`config.mk`:
```
export PLATFORM = sky130hd
export DESIGN_NAME = battle_engine
export DESIGN_NICKNAME = d
export VERILOG_FILES = /design/src/rtl/battle_engine.sv
export SDC_FILE = /design/constraint.sdc
export NUM_CORES = 1
export LEC_CHECK = 0
export CAP_MARGIN = 20
export CORE_MARGIN = 1
export CORE_UTILIZATION = 25
export CTS_CLUSTER_DIAMETER = 200
export DETAILED_ROUTE_END_ITERATION = 10
export HOLD_SLACK_MARGIN = 0.03
export PLACE_DENSITY = 0.42
export SYNTH_ARGS = -nofsm -noshare
export SYNTH_HDL_FRONTEND = slang
export SYNTH_SLANG_ARGS = --single-unit
export TNS_END_PERCENT = 100
```
`constraint.sdc`:
```
create_clock -name clk -period 4.2 [get_ports clk]
set_input_delay 0.63 -clock clk [delete_from_list [all_inputs] [get_ports clk]]
set_output_delay 0.63 -clock clk [all_outputs]
set_load 0.02 [all_outputs]
```
`src/rtl/battle_engine.sv`:
```
// Auto-battle resolver: latches both teams, runs simultaneous front-pet clashes, reports win/loss.
// Optional BATTLE_DELAY_EN inserts a STEP_CYCLES pacing wait before every clash.
module battle_engine #(
  parameter int N_PETS      = 3,
  parameter int STAT_W      = 4,
  parameter int MAX_ROUNDS  = 15,
  parameter int STEP_CYCLES = 25000000
) (
  input  logic                       clk,
  input  logic                       reset,
  input  logic                       battle_start,
  input  logic [N_PETS*STAT_W-1:0]   player_atk,
  input  logic [N_PETS*STAT_W-1:0]   player_hp,
  input  logic [N_PETS*STAT_W-1:0]   opp_atk,
  input  logic [N_PETS*STAT_W-1:0]   opp_hp,
  output logic                       battleDone,
  output logic                       battleWin,
  output logic                       busy,
  output logic [N_PETS*STAT_W-1:0]   cur_player_hp,
  output logic [N_PETS*STAT_W-1:0]   cur_opp_hp,
  output logic [1:0]                 player_front,
  output logic [1:0]                 opp_front
);
  localparam int RW = $clog2(MAX_ROUNDS + 1);

  typedef enum logic [2:0] {IDLE, CHECK, WAIT, CLASH, DONE} state_t;

  state_t                          state;
  logic [N_PETS-1:0][STAT_W-1:0]   p_atk, p_hp, o_atk, o_hp;
  logic [RW-1:0]                   round;
  logic                            p_alive, o_alive;
  logic [STAT_W-1:0]               p_front_atk, o_front_atk;

`ifdef BATTLE_DELAY_EN
  localparam int CW = $clog2(STEP_CYCLES + 1);
  logic [CW-1:0] wait_cnt;
`endif

  function automatic logic [STAT_W-1:0] sat_sub(input logic [STAT_W-1:0] a, input logic [STAT_W-1:0] b);
    return (a > b) ? a - b : '0;
  endfunction

  assign p_alive       = (p_hp != '0);
  assign o_alive       = (o_hp != '0);
  assign busy          = (state != IDLE);
  assign cur_player_hp = p_hp;
  assign cur_opp_hp    = o_hp;

  // Scan from the top slot down so the lowest live slot wins.
  always_comb begin
    player_front = 2'(N_PETS);
    opp_front    = 2'(N_PETS);
    for (int k = N_PETS - 1; k >= 0; k--) begin
      if (p_hp[k] != '0) player_front = 2'(k);
      if (o_hp[k] != '0) opp_front    = 2'(k);
    end
  end

  always_comb begin
    p_front_atk = '0;
    o_front_atk = '0;
    for (int k = 0; k < N_PETS; k++) begin
      if (player_front == 2'(k)) p_front_atk = p_atk[k];
      if (opp_front == 2'(k))    o_front_atk = o_atk[k];
    end
  end

  always_ff @(posedge clk) begin
    if (reset) begin
      state      <= IDLE;
      battleDone <= 1'b0;
      battleWin  <= 1'b0;
      p_atk      <= '0;
      p_hp       <= '0;
      o_atk      <= '0;
      o_hp       <= '0;
      round      <= '0;
`ifdef BATTLE_DELAY_EN
      wait_cnt   <= '0;
`endif
    end else begin
      case (state)
        IDLE: if (battle_start) begin
          p_atk     <= player_atk;
          p_hp      <= player_hp;
          o_atk     <= opp_atk;
          o_hp      <= opp_hp;
          round     <= '0;
          battleWin <= 1'b0;
          state     <= CHECK;
        end
        CHECK: begin
          if (!p_alive || !o_alive || round == RW'(MAX_ROUNDS)) begin
            battleWin <= p_alive && !o_alive;
            state     <= DONE;
          end else begin
`ifdef BATTLE_DELAY_EN
            wait_cnt <= CW'(STEP_CYCLES - 1);
            state    <= WAIT;
`else
            state    <= CLASH;
`endif
          end
        end
`ifdef BATTLE_DELAY_EN
        WAIT: begin
          if (wait_cnt <= CW'(1)) state <= CLASH;
          else                    wait_cnt <= wait_cnt - 1'b1;
        end
`endif
        CLASH: begin
          // Both sides hit using pre-clash front values.
          for (int k = 0; k < N_PETS; k++) begin
            if (player_front == 2'(k)) p_hp[k] <= sat_sub(p_hp[k], o_front_atk);
            if (opp_front == 2'(k))    o_hp[k] <= sat_sub(o_hp[k], p_front_atk);
          end
          if (round != RW'(MAX_ROUNDS)) round <= round + 1'b1;
          state <= CHECK;
        end
        DONE: begin
          // Stay in DONE for the pulse cycle so busy covers it.
          if (!battleDone) battleDone <= 1'b1;
          else begin
            battleDone <= 1'b0;
            state      <= IDLE;
          end
        end
        default: state <= IDLE;
      endcase
    end
  end
endmodule

```
==> results_dict.tcl <==
set metrics [dict create \
    fin_crit_ns 3.57 \
    max_stage_delay_ns 0.64 \
    finalCritPeriodShare_pct 84.9 \
    cts_tree "built" \
    port_buffers 81 \
    crit_type "flop to flop" \
    crit_top_cell "or4_1" \
    path_buf_inv 0 \
    fin_util_pct 34.1 \
    post-dp-hpwl_um 9750 \
    clk_pin_slew_ns 0.06 \
    ys.flop_type "dfxtp_1" \
    final_cell_mix "80 x clkdlybuf4s50_1, 64 x nand2_1, 57 x dfxtp_1" \
    drive_gt1_share_pct 9.78 \
    tightestPinTransition_ns 0.843 \
    ant_nets 0 \
    r2r-start "cur_player_hp[9]" \
    critPathCapture "cur_opp_hp[8]" \
    rrSetupSlack_ns 0.63 \
    n_antenna_cell 0 \
    synth_cell_types 59 \
    viasPerCell 5.15 \
    synth_async_sr_flop_share_pct 0 \
    placeableCoreArea_um2 15100 \
    crit_family "compound AO/OA/AOI/OAI gates" \
    synth_warnings 0 \
    seq_area_um2 1140 \
    powerDensity_nw_per_um2 656 \
    cp_max_fo 12 \
    ys_seq_elements 57 \
    setup_tns_ns 0 \
    yosysSeqAreaShare_pct 29.6 \
    layout.cells.non_filler 740 \
    crit_chain "or4_1 > a311oi_4 > nor2_1 > xnor2_1 > ha_1 > a211oi_1 > or4_1 > a31oi_2 > a221oi_1 > a211oi_2" \
    routed_wl_um 13100 \
    final_common_cell "clkdlybuf4s50_1" \
    clkSinkCount 57 \
    cp-startpoint "cur_player_hp[9]" \
    antenna_found_initial 0 \
    required_ns 4.45 \
    synth-edff-count 0 \
    drc 0 \
    dpl.cell_count 724 \
    drv_slew 0 \
    numCtsBuffers 9 \
    multiInputGateArea_um2 2490 \
    first_pass_iters 5 \
    synth.avg_cell_area_um2 8.13 \
    io_pins 82 \
    die_w_um 126 \
    skew_ns 0.00517 \
    grt-ovfl-total 0 \
    worstSkewPairLatency_ns 0.33 \
    postCtsSetupBuffers 0 \
    p_leak_uw 0.00189 \
    r2r-end "cur_opp_hp[8]" \
    layout.nets 623 \
    setup_viol 0 \
    critical_path_cell_count 10 \
    ff2ff_path_depth 10 \
    hold_viol_final 0 \
    arrival_ns 3.82 \
    end_kind "flop" \
    place_congestion 0.920 \
    wl_per_cell_um 17.6 \
    fp.dieH_um 126 \
    routed-via-count 3808 \
    grt_max_degree 50 \
    hold_class "flop to flop" \
    max-cap-violations 0 \
    cts_max_level 3 \
    first_iter_violations 205 \
    cpMaxStageDelayCell "a311oi_4" \
    rsz0062_at_grt "false" \
    syn-num-nets 551 \
    clk_path_buf_depth 2 \
    whs_ns 0.452 \
    initial_core_util_pct 25.5 \
    track_usage_pct 16.9 \
    die_area_um2 15900 \
    grt_pass1_wl_um 20700 \
    cts_hold_buffers 0 \
    clockRootBuffer "clkbuf_16" \
    relSlewSlack_pct 43.3 \
    num_rows 45 \
    post_cts_resized 0 \
    worst_slack_ns 0.634 \
    status "finished clean" \
    synthesis.area_um2 3860 \
    synth_cells 475 \
    ir_worst_vdd_uv 209 \
    fillerInstances 1579 \
    max_freq_mhz 280 \
    syn_to_final_growth_pct 33.9 \
    start_kind "flop" \
    grt_pass1_vias 3770 \
    post-place-ws_ns 0.646 \
]
-- flip-flops by register name, summed over array words and instances (netlist names) --
name           cells
cur_opp_hp        12
o_atk             12
battleWin          1
state              3
p_atk             12
cur_player_hp     12
battleDone         1
round              4
-- worst min-delay path by stage --
stage	start	endpoint	cells past startpoint
2_1_floorplan	o_atk[2]	o_atk[2]	2
3_3_place_gp	p_atk[2]	p_atk[2]	2
3_5_place_dp	p_atk[2]	p_atk[2]	2
4_1_cts	p_atk[2]	p_atk[2]	2
5_1_grt	p_atk[10]	p_atk[10]	2
6_report	p_atk[2]	p_atk[2]	2
-- routing by layer --
layer,GRT usage [%],routed length (um)
met1,24.1,6750
met2,25.3,5490
met3,2.59,591
met4,6.66,213
met5,0,0
-- cell type report --
class                      count  area share (%)
multi-input combinational    366            48.1
sequential                    57            22.1
timing repair buffer          90            16.9
clock buffer                  11            4.70
tap                          188            4.55
clock inverter                 5            1.98
inverter                      23            1.67
-- cells by family after synthesis --
kind of cell    synth area share (%)
fa+ha+maj                       8.10
simple gates                    21.8
compound gates                  29.6
flops                           29.6
buf+inv                         6.09
xor+xnor                        4.76
-- cell usage after synthesis, types with 3 or more instances --
master     count  area share, %
nand2_1       64            6.2
o21bai_1       6            1.2
o21ai_1        4           0.52
o21ai_0       18            2.3
a21oi_1       34            4.4
a22oi_1        8            1.6
dfxtp_1       57             30
nand3_1        8            1.0
nor3_1         8            1.0
xnor2_1       18            4.1
o22ai_1        6           0.97
a31oi_1       12            1.9
a211oi_2       5            1.6
nand2b_1       4           0.65
nor2b_1        5           0.81
buf_2          5           0.65
buf_6          4            1.2
o221a_2        3           0.87
a211oi_1      14            2.7
clkbuf_1      16            1.6
buf_1          3           0.29
a2111oi_0      6            1.4
nor2_1        40            3.9
inv_1         23            2.2
xor2_1         3           0.68
a221o_1        4            1.0
and3_1         7            1.1
ha_1          25            8.1
or4_1          8            1.6
nor4_4         3            1.7
a221oi_1      11            2.5
-- worst register-to-register path, delay by kind of cell, from the launching register on --
kind | cells | cell delay, ns
compound gates | 5 | 1.36
simple gates | 3 | 1.30
flops | 1 | 0.41
xor+xnor | 1 | 0.21
fa+ha+maj | 1 | 0.21
-- through the flow --
stage	power, uW	area, um2
2_1_floorplan	2010	3860
3_3_place_gp	2530	4820
3_5_place_dp	2520	4820
4_1_cts	3400	5170
5_1_grt	3620	5170
6_report	3390	5170
-- power by group --
group          leakage, uW  internal (uW)  switching [uW]
sequential        0.000469            618             124
combinational      0.00125            788            1000
clock             0.000166            594             267
Note: power is estimated with default switching activity, not from simulation.
